## src/rtl/approx_div_pkg.sv

```systemverilog
// Shared types and helpers for the approximate Taylor-series divider.
package approx_div_pkg;

    typedef enum logic [1:0] {
        S_IDLE  = 2'd0,
        S_NORM  = 2'd1,
        S_ITER  = 2'd2,
        S_SCALE = 2'd3
    } state_e;

    function automatic int tw_calc(input int max_t);
        return $clog2(max_t + 1);
    endfunction

    // Right-shift used by the shift-add correction; 0 disables it.
    function automatic logic [2:0] corr_shift(input logic [31:0] t);
        logic [2:0] s;
        case (t)
            32'd0:                s = 3'd4;
            32'd1, 32'd2, 32'd3:  s = 3'd6;
            32'd4, 32'd5, 32'd6:  s = 3'd7;
            default:              s = 3'd0;
        endcase
        return s;
    endfunction

endpackage

```

## src/rtl/approx_taylor_divider_lod_normalize.sv

```systemverilog
// Combinational leading-one detector: eb = leading-one position + 1, bn = b left-aligned.
module lod_normalize #(
    parameter  int N    = 8,
    localparam int EB_W = $clog2(N + 1)
) (
    input  logic [N-1:0]    b_i,
    output logic [EB_W-1:0] eb_o,
    output logic [N-1:0]    bn_o
);

    // Highest set bit wins; b = 0 yields eb = 0 and bn = 0.
    always_comb begin
        eb_o = '0;
        for (int i = 0; i < N; i++) begin
            eb_o = b_i[i] ? EB_W'(i + 1) : eb_o;
        end
        bn_o = b_i << (EB_W'(N) - eb_o);
    end

endmodule

```

## src/rtl/approx_taylor_divider.sv

```systemverilog
// Approximate fixed-point divider: truncated Taylor series of 1/bn plus optional shift-add correction.
module approx_taylor_divider
    import approx_div_pkg::*;
#(
    parameter  int N     = 8,
    parameter  int NB    = N,
    parameter  int F_W   = N,
    parameter  int MAX_T = 15,
    localparam int T_W   = tw_calc(MAX_T)
) (
    input  logic               clk,
    input  logic               rst,
    input  logic               start,
    input  logic [N-1:0]       a,
    input  logic [N-1:0]       b,
    input  logic [T_W-1:0]     cycles,
    input  logic               corr_en,
    output logic               busy,
    output logic               done,
    output logic [N+F_W-1:0]   q,
    output logic               dz,
    output logic               sat,
    output logic               exact
);

    localparam int EB_W = $clog2(N + 1);
    localparam int AW   = N + 2;
    localparam int PW   = 2 * N + 2;
    localparam int SH_W = $clog2(2 * N + 1);
    localparam int QW   = N + F_W;
    localparam logic [N-1:0]   XT_MASK = {N{1'b1}} << (N - NB);
    localparam logic [T_W-1:0] T_MAX   = T_W'(MAX_T);
    localparam logic [PW-1:0]  Q_MAX   = PW'({QW{1'b1}});

    state_e          state_q;
    logic [N-1:0]    a_q, b_q, p_q;
    logic [T_W-1:0]  t_q, cnt_q;
    logic [AW-1:0]   acc_q;
    logic            corr_q, dz_pend_q, exact_pend_q;
    logic            busy_q, done_q, dz_q, sat_q, exact_q;
    logic [QW-1:0]   q_q;

    logic [EB_W-1:0] eb_s;
    logic [N-1:0]    bn_s, xt_s, p_next_s;
    logic            pow2_s;
    logic [2*N-1:0]  prod_it_s;
    logic [PW-1:0]   prod_s, q_raw_s, q_cor_s;
    logic [SH_W-1:0] sh_s;
    logic [2:0]      s_s;
    logic [QW-1:0]   q_d;
    logic            sat_d;

    // b_q is held for the whole operation, so eb/bn/xt stay valid through SCALE.
    lod_normalize #(.N(N)) u_lod (
        .b_i  (b_q),
        .eb_o (eb_s),
        .bn_o (bn_s)
    );

    // x = 2^N - bn fits in N bits because bn >= 2^(N-1); then drop low N-NB bits.
    always_comb begin
        xt_s      = ({N{1'b0}} - bn_s) & XT_MASK;
        pow2_s    = (bn_s == {1'b1, {(N-1){1'b0}}});
        prod_it_s = (2*N)'(p_q) * (2*N)'(xt_s);
        p_next_s  = N'(prod_it_s >> N);
    end

    // Final scaling, correction and saturation.
    always_comb begin
        prod_s  = PW'(a_q) * PW'(acc_q);
        sh_s    = SH_W'(eb_s) + SH_W'(N - F_W);
        q_raw_s = prod_s >> sh_s;
        s_s     = corr_shift(32'(t_q));
        if (corr_q && !exact_pend_q && !dz_pend_q && (s_s != 3'd0)) begin
            q_cor_s = q_raw_s + (q_raw_s >> s_s);
        end else begin
            q_cor_s = q_raw_s;
        end
        if (dz_pend_q) begin
            q_d   = {QW{1'b1}};
            sat_d = 1'b0;
        end else if (q_cor_s > Q_MAX) begin
            q_d   = {QW{1'b1}};
            sat_d = 1'b1;
        end else begin
            q_d   = q_cor_s[QW-1:0];
            sat_d = 1'b0;
        end
    end

    // Control FSM with registered outputs.
    always_ff @(posedge clk) begin
        if (rst) begin
            state_q      <= S_IDLE;
            a_q          <= '0;
            b_q          <= '0;
            t_q          <= '0;
            cnt_q        <= '0;
            p_q          <= '0;
            acc_q        <= '0;
            corr_q       <= 1'b0;
            dz_pend_q    <= 1'b0;
            exact_pend_q <= 1'b0;
            busy_q       <= 1'b0;
            done_q       <= 1'b0;
            q_q          <= '0;
            dz_q         <= 1'b0;
            sat_q        <= 1'b0;
            exact_q      <= 1'b0;
        end else begin
            done_q <= 1'b0;
            case (state_q)
                S_IDLE: begin
                    if (start) begin
                        a_q     <= a;
                        b_q     <= b;
                        t_q     <= (32'(cycles) > 32'(MAX_T)) ? T_MAX : cycles;
                        corr_q  <= corr_en;
                        busy_q  <= 1'b1;
                        dz_q    <= 1'b0;
                        sat_q   <= 1'b0;
                        exact_q <= 1'b0;
                        state_q <= S_NORM;
                    end
                end
                S_NORM: begin
                    p_q          <= xt_s;
                    acc_q        <= AW'({1'b1, xt_s});
                    cnt_q        <= t_q;
                    dz_pend_q    <= (b_q == {N{1'b0}});
                    exact_pend_q <= pow2_s;
                    if (b_q == {N{1'b0}}) begin
                        state_q <= S_SCALE;
                    end else if (pow2_s) begin
                        acc_q   <= {1'b1, {(AW-1){1'b0}}};
                        state_q <= S_SCALE;
                    end else if (t_q == {T_W{1'b0}}) begin
                        state_q <= S_SCALE;
                    end else begin
                        state_q <= S_ITER;
                    end
                end
                S_ITER: begin
                    p_q   <= p_next_s;
                    acc_q <= acc_q + AW'(p_next_s);
                    cnt_q <= cnt_q - T_W'(1);
                    if (cnt_q == T_W'(1)) begin
                        state_q <= S_SCALE;
                    end
                end
                S_SCALE: begin
                    q_q     <= q_d;
                    sat_q   <= sat_d;
                    dz_q    <= dz_pend_q;
                    exact_q <= exact_pend_q;
                    done_q  <= 1'b1;
                    busy_q  <= 1'b0;
                    state_q <= S_IDLE;
                end
                default: begin
                    state_q <= S_IDLE;
                end
            endcase
        end
    end

    assign busy  = busy_q;
    assign done  = done_q;
    assign q     = q_q;
    assign dz    = dz_q;
    assign sat   = sat_q;
    assign exact = exact_q;

endmodule

```

## config.mk

```make
export PLATFORM = sky130hd
export DESIGN_NAME = approx_taylor_divider
export DESIGN_NICKNAME = d
export VERILOG_FILES = /design/src/rtl/approx_div_pkg.sv /design/src/rtl/approx_taylor_divider_lod_normalize.sv /design/src/rtl/approx_taylor_divider.sv
export SDC_FILE = /design/constraint.sdc
export NUM_CORES = 1
export LEC_CHECK = 0
export ABC_AREA = 1
export CAP_MARGIN = 20
export CORE_ASPECT_RATIO = 2
export CORE_MARGIN = 1.5
export CORE_UTILIZATION = 64
export DETAILED_ROUTE_END_ITERATION = 10
export PLACE_DENSITY_LB_ADDON = 0.15
export SYNTH_ARGS = -nofsm -noshare
export SYNTH_HDL_FRONTEND = slang
export SYNTH_SLANG_ARGS = --single-unit
```

## constraint.sdc

```tcl
create_clock -name clk -period 8.4 [get_ports clk]
set_input_delay 1.26 -clock clk [delete_from_list [all_inputs] [get_ports clk]]
set_output_delay 1.26 -clock clk [all_outputs]
set_load 0.01 [all_outputs]
```

* Word-level counts from Yosys, hierarchy flattened
Index checks and enable logic that the tools add are counted.
** Operators by class
- Reduce and logical (&&, ||, !) cells :: 16
- Shifts and indexed selects :: 3
- Div/mod/pow operators :: 0
- $add $sub $neg :: 5
- Equal/unequal tests :: 13
- Multiply operators :: 2
- Bitwise logic cells :: 0
- Magnitude comparators :: 1
- Multiplexer cells :: 32
** Operators with widths (number)
- 16-bit two-way mux :: 2
- 4-bit two-way mux :: 7
- 10-bit two-way mux :: 2
- 10-bit case mux with 2 select lines :: 1
- 18-bit adder :: 1
- 18-bit by 16-bit greater-than comparator with 1-bit output, second input constant :: 1
- 8-bit by 10-bit multiplier with 18-bit output :: 1
- 18-bit two-way mux :: 1
- 18-bit by 3-bit >> shifter with 18-bit output :: 1
- 18-bit by 4-bit >> shifter with 18-bit output :: 1
- 8-bit by 8-bit multiplier with 16-bit output :: 1
- 8-bit case mux with 2 select lines :: 1
- 4-bit by 3-bit equality test with 1-bit output, second input constant :: 3
- 10-bit by 8-bit adder with 10-bit output :: 1
- 1-bit two-way mux :: 9
- 3-bit case mux with 3 select lines :: 1
- 4-bit by 1-bit equality test with 1-bit output, second input constant :: 2
- 4-bit by 2-bit equality test with 1-bit output, second input constant :: 2
- 8-bit equality test, second input constant :: 1
- 8-bit zero test :: 1
- 1-bit case mux with 2 select lines :: 4
- 2-bit case mux with 4 select lines :: 1
- 4-bit case mux with 2 select lines :: 1
- 8-bit by 4-bit left shift with 8-bit output :: 1
- other kinds (15) :: 25
** Word-level totals
- Word-level logic and storage cells :: 88
- Input port bits :: 24
- Register bits after elaboration :: 68
- Latch bits :: 0
- Bits in read-only memories :: 0
- Output and inout bits :: 21
- Memories kept :: 0
- Bits in writable memories :: 0

* Depth between registers and ports, before layout
- Depth after elaboration :: 16
- Depth in mapped cells :: 50
- Mapped depth without buffers :: 48

* Modules after synthesis
A second synthesis with hierarchy kept.
** Unflattened totals
- Cell total of the unflattened synthesis :: 1785
- Area, all modules :: 11165.7 sq um
** Modules (own cells, without submodules)
- approx_taylor_divider :: area an instance 10712.8 sq um, cells each 1702, instances 1, seq. area each 1361.3 sq um
- lod_normalize :: area an instance 452.9 sq um, cells each 83, instances 1, seq. area each 0.0 sq um

* Worst setup path after synthesis
OpenSTA, ideal clock, no wires.
- Path type :: register to register
- Start :: register b_q[3]
- End :: register acc_q[9]
- Data required time :: 8330 ps
- Library setup time :: 70 ps
- Stages on the path, launching flop included :: 45
- Arrival :: 7573 ps
- Path slack :: 757 ps
- Path through :: dfxtp_1 > nor2_1 > o21ai_0 > a31oi_2 > inv_2 > buf_2 > ha_1 > clkbuf_1 > inv_1 > nand4_1 > ha_1 > nand2_2 > nor2_4 > nand2_1 > o21bai_1 > nand2_1 > inv_2 > nand2_1 > [9 not listed] > o21ai_0 > a21oi_1 > inv_1 > nand2_1 > nand2_1 > or2_0 > and2_1 > ha_1 > nand3_1 > nand2_1 > a31oi_1 > o21ai_0 > nand2_1 > a21boi_0 > a21oi_1 > o21ai_0 > nand3_1 > a21oi_1
** Between the ends
- Word-level cells in the longest chain between the ends :: 11
- Elaborated cells between the ends (all ways) :: 15
- Those cells by class :: add/sub (3); mul (1); eq/ne (1); shift (1); mux (8); reduce/logical (1)
** RTL lines
- start: declaration :: RTL line approx_taylor_divider.sv:36 : logic [N-1:0] a_q, b_q, p_q;
- start signal: assignment :: RTL line approx_taylor_divider.sv:96 : b_q <= '0;
- start signal: assignment :: RTL line approx_taylor_divider.sv:116 : b_q <= b;
- 4-bit two-way mux (5 in a row) :: RTL line approx_taylor_divider_lod_normalize.sv:15 : eb_o = b_i[i] ? EB_W'(i + 1) : eb_o;
- 4-bit subtractor :: RTL line approx_taylor_divider_lod_normalize.sv:17 : bn_o = b_i << (EB_W'(N) - eb_o);
- 8-bit by 4-bit left shift with 8-bit output :: RTL line approx_taylor_divider_lod_normalize.sv:17
- 1-bit by 8-bit subtractor with 8-bit output or 8-bit equality test (tied branches) :: RTL line approx_taylor_divider.sv:62, approx_taylor_divider.sv:63
- 8-bit by 8-bit multiplier with 16-bit output or 10-bit two-way mux (tied branches) :: RTL line approx_taylor_divider.sv:64, approx_taylor_divider.sv:134
- 10-bit by 8-bit adder with 10-bit output or 10-bit two-way mux (tied branches) :: RTL line approx_taylor_divider.sv:145, approx_taylor_divider.sv:132
- 10-bit case mux with 2 select lines * :: RTL line approx_taylor_divider.sv:112 : case (state_q)
- end signal: assignment :: RTL line approx_taylor_divider.sv:128 : acc_q <= AW'({1'b1, xt_s});
- end signal: assignment :: RTL line approx_taylor_divider.sv:135 : acc_q <= {1'b1, {(AW-1){1'b0}}};
- end signal: assignment :: RTL line approx_taylor_divider.sv:145 : acc_q <= acc_q + AW'(p_next_s);
- end: declaration :: RTL line approx_taylor_divider.sv:38 : logic [AW-1:0] acc_q;
Every way passes the cells marked *; elsewhere a longest branch is shown, timed or not.
A chain may end at the register's enable or synchronous reset.

* Final worst setup path
- Start :: register b_q[2]
- End :: register acc_q[9]
** Between the ends
- Word-level cells in the longest chain between the ends :: 12
- Elaborated cells between the ends (all ways) :: 16
- Those cells by class :: add/sub (3); mul (1); eq/ne (1); shift (1); mux (9); reduce/logical (1)
** RTL lines (RTL line)
- 4-bit two-way mux (6 in a row) :: approx_taylor_divider_lod_normalize.sv:15
- 4-bit subtractor :: approx_taylor_divider_lod_normalize.sv:17
- 8-bit by 4-bit left shift with 8-bit output :: approx_taylor_divider_lod_normalize.sv:17
- 1-bit by 8-bit subtractor with 8-bit output or 8-bit equality test (tied branches) :: approx_taylor_divider.sv:62, approx_taylor_divider.sv:63
- 8-bit by 8-bit multiplier with 16-bit output or 10-bit two-way mux (tied branches) :: approx_taylor_divider.sv:64, approx_taylor_divider.sv:134
- 10-bit by 8-bit adder with 10-bit output or 10-bit two-way mux (tied branches) :: approx_taylor_divider.sv:145, approx_taylor_divider.sv:132
- 10-bit case mux with 2 select lines * :: approx_taylor_divider.sv:112
Marked as above.

==> flow_summary.json <==
{
  "synth-seq-cells": 68,
  "vias": 10900,
  "drive_gt1_share_pct": 4.54,
  "r2r-start": "b_q[2]$_SDFFE_PP0P_",
  "rsz0062_at_grt": "false",
  "cts_buffers": 9,
  "layout_worst_path_cycle_share_pct": 92.7,
  "finalMaxSlewViolations": 0,
  "synth_cell_types": 51,
  "clockBufferDepth": 2,
  "cts.clk_slew.worst_paths_ns": 0.06,
  "crit_path_start_kind": "register",
  "clock-sinks": 68,
  "root_buffer": "clkbuf_16",
  "final_area_um2": 11600,
  "setup_tns_ns": 0,
  "cp.arrival_ns": 7.96,
  "antenna_left": 0,
  "placed_area_um2": 11300,
  "hold_slack_ns": 0.468,
  "cp_data_required_time_ns": 8.58,
  "maxCapViolations": 0,
  "setup.worst_path.end_class": "register",
  "postSynthNetCount": 1904,
  "synth_async_sr_flop_share_pct": 0,
  "core_area_um2": 16600,
  "insertion_delay_ns": 0.34,
  "hold_violations": 0,
  "cts_max_level": 3,
  "die_w_um": 94.8,
  "synthToLayoutAreaGrowth_pct": 7.84,
  "firstDrtPassIters": 7,
  "crit_fanout": 9,
  "dp_hpwl_um": 24600,
  "max_slew.worst_pin.slew_ns": 0.943,
  "ioPinCount": 45,
  "drt_iter0_markers": 725,
  "vias_per_cell": 5.73,
  "avgSynthCellArea_um2": 6.38,
  "gr-total-overflow": 0,
  "relSlewSlack_pct": 37.1,
  "grt_usage_pct": 36.0,
  "fill_cells": 1500,
  "synth_ff_type": "dfxtp_1",
  "syn_area_um2": 10800,
  "grt_pass1_wl_um": 51100,
  "seq_area_frac_synth_pct": 12.6,
  "status": "finished clean",
  "gp_congestion": 0.960,
  "grt_pass1_vias": 10900,
  "dieHeight_um": 187,
  "path_class": "reg -> reg",
  "wl_per_cell_um": 16.2,
  "final_common_cell": "nand2_1",
  "synth_edf_count": 0,
  "num_rows": 67,
  "max_stage_delay_ns": 0.53,
  "hold_start": "corr_q$_SDFFE_PP0P_",
  "cts_tree": "done",
  "most-common-layout-cells": "nand2_1 (420), inv_1 (316), nand3_1 (145)",
  "nets": 1904,
  "initial_core_util_pct": 65.0,
  "grt_max_degree": 36,
  "setup_viol_count_final": 0,
  "hold_class": "reg -> reg",
  "layout_min_cycle_time_ns": 7.78,
  "max_freq_mhz": 128,
  "skew_ns": 0.00950,
  "wl_um": 30800,
  "numPortBuffers": 44,
  "die_area_um2": 17700,
  "synthCells": 1691,
  "antenna_found_initial": 0,
  "cp_slowest_cell": "fa_1",
  "crit_start": "b_q[2]$_SDFFE_PP0P_",
  "drc": 0,
  "cpMostUsedCell": "nand2_1",
  "antenna_cells": 0,
  "ys_warn_count": 0,
  "cts_hold_buf": 0
}
## synthesized netlist by cell type (14+ instances only)
master	count	area [um^2]
nor2_1	116	435
nand2_1	420	1580
nand4_1	21	131
fa_1	85	1700
inv_2	14	52.6
nand3_1	145	726
a21oi_1	96	480
clkbuf_1	52	195
dfxtp_1	68	1360
ha_1	104	1300
o21ai_0	115	576
inv_1	317	1190
## through the flow
stage	instances	setup WS (ns)	utilization, %
finish	1903	0.617	70.1
global route	1903	0.0511	70.1
CTS	1902	0.240	70.0
detailed placement	1886	0.306	67.9
global placement	1886	0.706	67.9
floorplan	1691	0.757	-
## cells by family after synthesis
group | after synthesis | share of synthesized area, %
buffers and inverters | 398 | 14.2
and+or+nand+nor | 753 | 30.0
AOI/OAI and AO/OA | 262 | 13.3
xor gates and xnor gates | 21 | 2.05
DFF | 68 | 12.6
adders and majority gates | 189 | 27.8
## sequential cells by signal, summed over array words and instances, names as in the netlist, 2 cells and up
name	flops
t_q	4
cnt_q	4
acc_q	10
p_q	8
a_q	8
state_q	2
b_q	8
q	16
## path summary, 6_finish.rpt
path                            slack (ns)                     to  cells past startpoint
worst max-delay path                  0.62  acc_q[9]$_SDFFE_PP0P_                     45
worst min-delay path                  0.47    corr_q$_SDFFE_PP0P_                      2
worst max register to register        0.62  acc_q[9]$_SDFFE_PP0P_                     45
worst min register to register        0.47    corr_q$_SDFFE_PP0P_                      2
## repair_timing
item | in CTS | in global routing
buffers inserted | 0 | 0
resized for setup | 0 | 6
setup endpoints to repair | 0 | 3
## worst max-delay path: cells and delay by family (launching register included)
family,cells,cell delay (ns)
compound gates,11,1.58
buf+inv,8,0.59
flops,1,0.35
fa+ha+maj,8,3.24
simple gates,18,1.84
## layout make-up
cell class / count / area, um^2 / share of cell area (%)
tap: 207 / 259 / 2.23
sequential: 68 / 1360 / 11.7
inverter: 333 / 1250 / 10.7
multi-input combinational: 1225 / 7910 / 68.0
timing repair buffer: 54 / 515 / 4.43
clock buffer: 11 / 253 / 2.17
clock inverter: 5 / 83.8 / 0.720
## layer usage
layer	part of all wire [%]	wire length, um	up-vias	GRT usage [%]
li1	-	-	5321	-
met3	8.0	2460	85	6.48
met5	0	0	-	0
met2	49	15000	485	60.2
met4	4.1	1250	0	14.6
met1	39	12100	5022	44.8
Power is left out: the tool's default activity adds up to more than one toggle a clock period on the data nets, which glitch-free logic cannot reach.
